File: config.mk
export PLATFORM = sky130hd
export DESIGN_NAME = tbu_flush
export DESIGN_NICKNAME = d
export VERILOG_FILES = /design/src/rtl/viterbi_pkg.sv /design/src/rtl/tbu_argmin.sv /design/src/rtl/tbu_flush.sv
export SDC_FILE = /design/constraint.sdc
export NUM_CORES = 1
export LEC_CHECK = 0
export BUFFER_PORTS_ARGS = -buffer_cell sky130_fd_sc_hd__buf_2
export CAP_MARGIN = 20
export CORE_ASPECT_RATIO = 0.8
export CORE_MARGIN = 5
export CORE_UTILIZATION = 40
export DETAILED_ROUTE_END_ITERATION = 8
export SLEW_MARGIN = 20
export SYNTH_ARGS = -nofsm -noshare
export SYNTH_HDL_FRONTEND = slang
export SYNTH_SLANG_ARGS = --single-unit
File: constraint.sdc
create_clock -name clk -period 5.5 [get_ports clk]
set_input_delay 1.65 -clock clk [delete_from_list [all_inputs] [get_ports clk]]
set_output_delay 1.65 -clock clk [all_outputs]
set_load 0.005 [all_outputs]
File: src/rtl/viterbi_pkg.sv
// Shared Viterbi constants, trellis helpers and the traceback FSM encoding.
package viterbi_pkg;

    localparam int K_DEF        = 3;
    localparam int TBL_DEF      = 15;
    localparam int PM_WIDTH_DEF = 8;

    typedef enum logic {
        RUN   = 1'b0,
        FLUSH = 1'b1
    } fsm_t;

    function automatic int ns(input int k);
        return 1 << (k - 1);
    endfunction

    // Predecessor of next-state s given its decision bit d: {s[K-3:0], d}.
    function automatic int pred_idx(input int s, input logic d, input int k);
        return ((s << 1) | int'(d)) & (ns(k) - 1);
    endfunction

endpackage

File: src/rtl/tbu_argmin.sv
// Combinational minimum-index tree over NS unsigned metrics; ties go to the lowest index.
module tbu_argmin #(
    parameter int NS = 4,
    parameter int W  = 8,
    parameter int IW = $clog2(NS)
) (
    input  logic [NS*W-1:0] i_pm,
    output logic [IW-1:0]   o_idx
);
    localparam int LG = $clog2(NS);

    for (genvar l = 0; l <= LG; l++) begin : g_lvl
        localparam int N = NS >> l;
        logic [N*W-1:0]  w_v;
        logic [N*IW-1:0] w_x;

        if (l == 0) begin : g_leaf
            assign w_v = i_pm;
            for (genvar i = 0; i < N; i++) begin : g_i
                assign w_x[i*IW +: IW] = IW'(i);
            end
        end else begin : g_node
            for (genvar i = 0; i < N; i++) begin : g_i
                logic [W-1:0] w_a, w_b;
                logic         w_pick_b;
                assign w_a = g_lvl[l-1].w_v[(2*i)*W +: W];
                assign w_b = g_lvl[l-1].w_v[(2*i+1)*W +: W];
                // Left child always holds the lower indices, so only a strict win moves right.
                assign w_pick_b = (w_b < w_a);
                assign w_v[i*W +: W]   = w_pick_b ? w_b : w_a;
                assign w_x[i*IW +: IW] = w_pick_b ? g_lvl[l-1].w_x[(2*i+1)*IW +: IW]
                                                  : g_lvl[l-1].w_x[(2*i)*IW +: IW];
            end
        end
    end

    assign o_idx = g_lvl[LG].w_x;

endmodule

File: src/rtl/tbu_flush.sv
// Register-exchange traceback unit with frame-end survivor drain.
// Define TBU_TAIL_TERM_EN to drain the state-0 survivor (zero-tailed encoder) instead of the best one.
module tbu_flush
    import viterbi_pkg::*;
#(
    parameter int K        = K_DEF,
    parameter int TBL      = TBL_DEF,
    parameter int PM_WIDTH = PM_WIDTH_DEF,
    parameter int CNT_W    = 7
) (
    input  logic                        clk,
    input  logic                        rst_n,
    input  logic                        valid_i,
    output logic                        ready_o,
    input  logic                        last_i,
    input  logic [ns(K)-1:0]            dec_bits_i,
    input  logic [ns(K)*PM_WIDTH-1:0]   pm_i,
    output logic                        data_o,
    output logic                        valid_o,
    output logic                        last_o,
    output logic                        busy_o
);
    localparam int               NS    = ns(K);
    localparam int               IW    = K - 1;
    localparam logic [CNT_W-1:0] TBL_C = CNT_W'(TBL);
    localparam logic [CNT_W-1:0] ONE_C = CNT_W'(1);

    fsm_t                    r_state, w_state_nxt;
    logic [NS-1:0][TBL-1:0]  r_path, w_path_nxt;
    logic [CNT_W-1:0]        r_n, w_n_inc, r_rem, w_rem_ld;
    logic [TBL-1:0]          r_drain, w_drain_ld, w_sel_path;
    logic [IW-1:0]           w_best, w_sel;
    logic                    w_acc, w_full;
    logic                    r_data, r_valid, r_last;
    logic                    w_data_nxt, w_valid_nxt, w_last_nxt;

    assign ready_o = rst_n && (r_state == RUN);
    assign busy_o  = (r_state == FLUSH);
    assign w_acc   = valid_i && ready_o;

    for (genvar s = 0; s < NS; s++) begin : g_surv
        localparam logic [IW-1:0] S_IDX = IW'(s);
        logic [IW-1:0] w_pred;
        assign w_pred        = IW'(pred_idx(s, dec_bits_i[s], K));
        assign w_path_nxt[s] = {r_path[w_pred][TBL-2:0], S_IDX[IW-1]};
    end

    tbu_argmin #(
        .NS (NS),
        .W  (PM_WIDTH),
        .IW (IW)
    ) u_argmin (
        .i_pm  (pm_i),
        .o_idx (w_best)
    );

`ifdef TBU_TAIL_TERM_EN
    assign w_sel = '0;
`else
    assign w_sel = w_best;
`endif

    assign w_n_inc    = (r_n == TBL_C) ? TBL_C : r_n + ONE_C;
    assign w_full     = (w_n_inc == TBL_C);
    assign w_sel_path = w_path_nxt[w_sel];
    assign w_rem_ld   = w_full ? TBL_C - ONE_C : w_n_inc;
    // Left-align the undelivered window so the drain always shifts out of the MSB.
    assign w_drain_ld = w_sel_path << (TBL_C - w_rem_ld);

    always_comb begin
        w_state_nxt = r_state;
        w_valid_nxt = 1'b0;
        w_data_nxt  = r_data;
        w_last_nxt  = 1'b0;
        if (r_state == RUN) begin
            if (w_acc) begin
                if (w_full) begin
                    w_valid_nxt = 1'b1;
                    w_data_nxt  = w_path_nxt[w_best][TBL-1];
                end
                if (last_i) w_state_nxt = FLUSH;
            end
        end else begin
            if (r_rem != '0) begin
                w_valid_nxt = 1'b1;
                w_data_nxt  = r_drain[TBL-1];
                w_last_nxt  = (r_rem == ONE_C);
            end
            if (r_rem <= ONE_C) w_state_nxt = RUN;
        end
    end

    always_ff @(posedge clk or negedge rst_n) begin
        if (!rst_n) begin
            r_state <= RUN;
            r_path  <= '0;
            r_n     <= '0;
            r_rem   <= '0;
            r_drain <= '0;
            r_data  <= 1'b0;
            r_valid <= 1'b0;
            r_last  <= 1'b0;
        end else begin
            r_state <= w_state_nxt;
            r_data  <= w_data_nxt;
            r_valid <= w_valid_nxt;
            r_last  <= w_last_nxt;
            if (r_state == RUN) begin
                if (w_acc) begin
                    r_path <= w_path_nxt;
                    r_n    <= w_n_inc;
                    if (last_i) begin
                        r_drain <= w_drain_ld;
                        r_rem   <= w_rem_ld;
                    end
                end
            end else begin
                r_drain <= r_drain << 1;
                if (r_rem != '0) r_rem <= r_rem - ONE_C;
                if (r_rem <= ONE_C) begin
                    r_path <= '0;
                    r_n    <= '0;
                end
            end
        end
    end

    assign data_o  = r_data;
    assign valid_o = r_valid;
    assign last_o  = r_last;

endmodule

[Word-level counts from Yosys, hierarchy flattened]
Index checks and enable logic that the tools add are counted.
Storage, ports and cells
  logic and storage cells: 84
  output and inout bits: 5
  register bits after elaboration: 89
Operators by class
  equality and inequality tests: 5
  magnitude comparators: 9
  bitwise operators: 1
  add/sub/neg operators: 3
  reductions and logical operators: 10
  shifts and indexed selects: 1
  multiplexer cells: 44
Operators with widths (count)
  $mux 59: 3
  $mux 14: 8
  $mux 7: 9
  $mux 15: 4
  $bmux 15 s2: 1
  $lt 8x8->1: 3
  $mux 1: 16
  $mux 8: 2
  $shl 15x7->15: 1
  $eq 7x4->1 const B: 2
  $lt 2x3->1 const B: 3
  $add 7x1->7 const B: 1
  $eq 7x1->1 const B: 1
  $le 7x1->1 const B: 1
  $reduce_bool 7->1: 1
  $sub 4x7->7 const A: 1
  $sub 7x1->7 const B: 1
  $lt 1x3->1 const B: 2
  $reduce_and 3->1: 2
  $reduce_bool 2->1: 3
  $ne 2x1->1 const B: 2
  $reduce_and 2->1: 2
  $logic_and 1x1->1: 2
  $mux 2: 1
  $not 1->1: 1

[Longest topological paths before layout]
  word-level depth: 10
  mapped depth: 21
  mapped depth without buffers: 18

[By module]
From an unflattened synthesis, not the netlist that was laid out.
Unflattened totals
  cell total of the unflattened synthesis: 663
  area, all modules: 5985.7 µm²
Modules (own cells, without submodules)
  tbu_flush: area each 5256.3 µm², times used 1, cells an instance 560
  tbu_argmin: area each 729.4 µm², times used 1, cells an instance 103

[Worst setup path after synthesis]
Ideal clock, no wire load.
  kind: input -> register
  start point: input port pm_i[5]
  end point: register r_drain[12]
  required time: 5.371 ns
  setup slack: -0.265 ns
  library setup time: 0.129 ns
  arrival time: 5.636 ns
  buffers on the path: 4
  stages: 21
  cells stage by stage: inv_1 > ha_1 > nand4_1 > a21oi_1 > a21o_1 > clkbuf_8 > buf_2 > buf_1 > mux2i_1 > ha_1 > a21oi_1 > a21oi_1 > or2_2 > a211oi_2 > a21oi_4 > buf_6 > mux2_4 > mux2i_1 > mux2i_1 > a221oi_2 > o21ai_1
Between the ends
  longest elaborated chain between the ends: 10
  elaborated cells on any way between the ends: 11
Ends and longest elaborated chain
  from (decl): RTL line tbu_flush.sv:17  | input logic [ns(K)*PM_WIDTH-1:0] pm_i,
  $lt 8x8->1: RTL line tbu_argmin.sv:29  | assign w_pick_b = (w_b < w_a);
  $mux 8: RTL line tbu_argmin.sv:30  | assign w_v[i*W +: W] = w_pick_b ? w_b : w_a;
  $lt 8x8->1: RTL line tbu_argmin.sv:29
  $mux 2 *: RTL line tbu_argmin.sv:31  | assign w_x[i*IW +: IW] = w_pick_b ? g_lvl[l-1].w_x[(2*i+1)*IW +: IW]
  $bmux 15 s2 *: RTL line tbu_flush.sv:65  | assign w_sel_path = w_path_nxt[w_sel];
  $mux 15 (not written as such) *: RTL line tbu_flush.sv:65
  $shl 15x7->15 *: RTL line tbu_flush.sv:68  | assign w_drain_ld = w_sel_path << (TBL_C - w_rem_ld);
  $mux 15 *: RTL line tbu_flush.sv:112  | if (last_i) begin
  $mux 15 *: RTL line tbu_flush.sv:109  | if (w_acc) begin
  $mux 15 *: RTL line tbu_flush.sv:108  | if (r_state == RUN) begin
  to (signal assigned): RTL line tbu_flush.sv:113  | r_drain <= w_drain_ld;
  to (signal assigned): RTL line tbu_flush.sv:118  | r_drain <= r_drain << 1;
  to (decl): RTL line tbu_flush.sv:31  | logic [TBL-1:0] r_drain, w_drain_ld, w_sel_path;
Every way passes the cells marked *; elsewhere a longest branch is shown, timed or not. The select of a mux whose other input is x is not followed.
A chain may end at the register's enable or synchronous reset.

[Final worst setup path]
  start point: input port pm_i[17]
  end point: register r_drain[14]
The elaborated chain is that of the path after synthesis.

==> flow_summary.ini <==
[layout]
final_common_cell = nand2_1
multiInputGateArea_mm2 = 0.00359
instances_no_fill = 927
area.sequential_mm2 = 0.00210
syn_to_final_growth_pct = 14.4
most-common-layout-cells = nand2_1, mux2i_1, dfrtp_1
n_antenna_cell = 0
drive_above_1_share_pct = 18.6
final_nets = 799
fin_area_mm2 = 0.00688
fill_cells = 1422

[setup_path]
path_cells = buf_2 -> inv_1 -> ha_1 -> a2111o_1 -> a21oi_2 -> buf_4 -> o21ai_0 -> ha_1 -> nand2_1 -> o21ai_0 -> or2_2 -> a211oi_4 -> buf_4 -> a21oi_4 -> mux2_2 -> mux2i_1 -> mux2i_1 -> a22oi_1 -> a311oi_1
path_max_fanout = 10
critPathCaptureType = flop
critical-path-max-stage-delay_ns = 0.41
cp_top_family = compound AO/OA/AOI/OAI gates
cpMaxStageDelayCell = a2111o_1
start_kind = input port
cp.required_ns = 5.69
worst-setup-path-type = input port to flop
crit_buf_inv = 4
cp.arrival_ns = 5.53

[timing]
slew_viol_final = 0
tightestPinTransition_ns = 0.857
timing.setup.tns_ns = 0
skew_ns = 0.0133
period_minus_slack_ns = 5.35
hold_viol_final = 0
setup_viol = 0
max_freq_ghz = 0.187
hold_ws_ns = 0.513
finalCritPeriodShare_pct = 97.2
slew_headroom_pct = 42.9

[clock_network]
clock-root-buffer = clkbuf_16
cts_hold_buf = 0
cts_tree = yes
cts_buffers = 9
clk_latency_ns = 0.35
cts_sinks = 84
cts.reportedPaths.clkPinSlew_ns = 0.06
htreeDepth = 3
clock_path_buffers = 2

[synth]
avgSynthCellArea_um2 = 8.84
synth-main-ff-cell = dfrtp_1
synth_area_mm2 = 0.00601
syn_inst = 680
yosysUniqueCellTypes = 60
yosysWarnings = 0
synth_seq_cells = 84
synth_nets = 746
synth-edff-count = 0
async_reset_ff_share_pct = 100
yosysSeqAreaShare_pct = 35.0

[placed_design]
dp_hpwl_um = 11200
place_area_mm2 = 0.00655
io_buffers = 44
dp.cells = 908
place_congestion = 0.959

[run_status]
status = completed

[floorplanning]
die_h_um = 120
start_util_pct = 40.4
io_pins = 45
die-area_mm2 = 0.0176
row_count = 40
die_w_um = 147
core_area_mm2 = 0.0149

[grt]
grt_overflow = 0
grt_pass1_wl_um = 26000
antenna_found_initial = 0
grt_max_degree = 60
grt_pass1_vias = 5161
grt_usage_pct = 17.8

[pwr]
peakVddDrop_mv = 0.178
power_density_mw_per_mm2 = 400
total_leakage_power_uw = 0.00316
finalPower_uw = 2750

[route]
wl_per_cell_um = 16.8
drt_first_iter_violations = 467
vias = 5216
wl_um = 15600
drc = 0
post_drt_via_cell_ratio = 5.63
drt_pass1_iterations = 5
postRouteAntennaNets = 0

[run]
drv_cap = 0

[hold_path]
hold_path.class = flop to flop
[what timing repair did]
action,CTS,global route
gates resized for setup,0,5
setup endpoints to repair,0,10
hold endpoints to repair,0,0
buffers inserted,0,2
[worst min-delay path, cell delays in order (launching register included)]
cell      delay, ns
dfrtp_1        0.35
nand2_1        0.07
o221ai_1       0.06
[metrics by stage]
stage,worst slack (ns),utilization (%)
3_3_place_gp,-0.154,44.0
4_1_cts,0.114,46.0
3_5_place_dp,-0.242,44.0
6_report,0.152,46.3
5_1_grt,-0.00994,46.3
2_1_floorplan,0.0107,-
[flip-flops by register name (all words and copies together) (netlist names)]
name / cells
r_rem: 7
r_n: 7
valid_o: 1
r_path: 51
last_o: 1
busy_o: 1
data_o: 1
r_drain: 15
[path summary, 6_finish.rpt]
kind | cells after the start | slack, ns | from | endpoint
worst max-delay path | 19 | 0.15 | pm_i[17] | r_drain[14]$_DFFE_PN0P_
worst min-delay path | 2 | 0.51 | r_drain[1]$_DFFE_PN0P_ | r_drain[2]$_DFFE_PN0P_
worst max register to register | 9 | 1.91 | r_n[0]$_DFFE_PN0P_ | r_drain[14]$_DFFE_PN0P_
worst min register to register | 2 | 0.51 | r_drain[1]$_DFFE_PN0P_ | r_drain[2]$_DFFE_PN0P_
max in group asynchronous | 2 | 3.17 | rst_n | r_path[34]$_DFFE_PN0P_
min in group asynchronous | 1 | 1.22 | rst_n | r_path[52]$_DFFE_PN0P_
[synthesized netlist by cell type, types with 4 or more instances]
cell / instances / area, um^2
o221ai_1: 4 / 35.0
nor2_1: 33 / 124
clkbuf_1: 32 / 120
nand3_1: 17 / 85.1
and2_1: 7 / 43.8
a211oi_1: 6 / 45.0
buf_2: 4 / 20.0
o21ai_0: 40 / 200
a21oi_1: 23 / 115
buf_6: 4 / 45.0
ha_1: 26 / 325
inv_1: 23 / 86.3
mux2i_1: 93 / 931
o22ai_1: 53 / 332
a22oi_1: 4 / 30.0
nand2b_1: 6 / 37.5
dfrtp_1: 84 / 2100
nand2_1: 117 / 439
o211ai_1: 7 / 52.6
mux2_2: 14 / 158
clkbuf_8: 5 / 68.8
nor3_1: 10 / 50.1
[routing by layer]
| metal | vias up | global-route usage [%] | wire length [um] |
|---|---|---|---|
| li1 | 2575 | - | - |
| met1 | 2490 | 25.7 | 7740 |
| met2 | 133 | 27.2 | 6900 |
| met3 | 18 | 3.78 | 786 |
| met4 | 0 | 4.31 | 193 |
| met5 | - | 0 | 0 |
[kinds of logic after synthesis]
logic type	share of synthesized area (%)
AOI/OAI and AO/OA	18.5
xor gates and xnor gates	0.729
adders and majority gates	5.41
buffers and inverters	6.00
DFF	35.0
muxes	18.9
and+or+nand+nor	15.5
[power breakdown]
part           leakage [uW]  internal [uW]  switching, uW
combinational       0.00188            510            792
clock              0.000147            336            264
sequential          0.00113            740            107
[final cells by class]
class | instances | area share (%)
multi-input cells | 525 | 52.2
clock inverters | 5 | 0.582
repair buffers | 90 | 8.26
flip-flops and latches | 84 | 30.6
clock buffers | 11 | 3.68
inverters | 23 | 1.26
well taps | 189 | 3.44
Power figures use the tool's default switching activity.
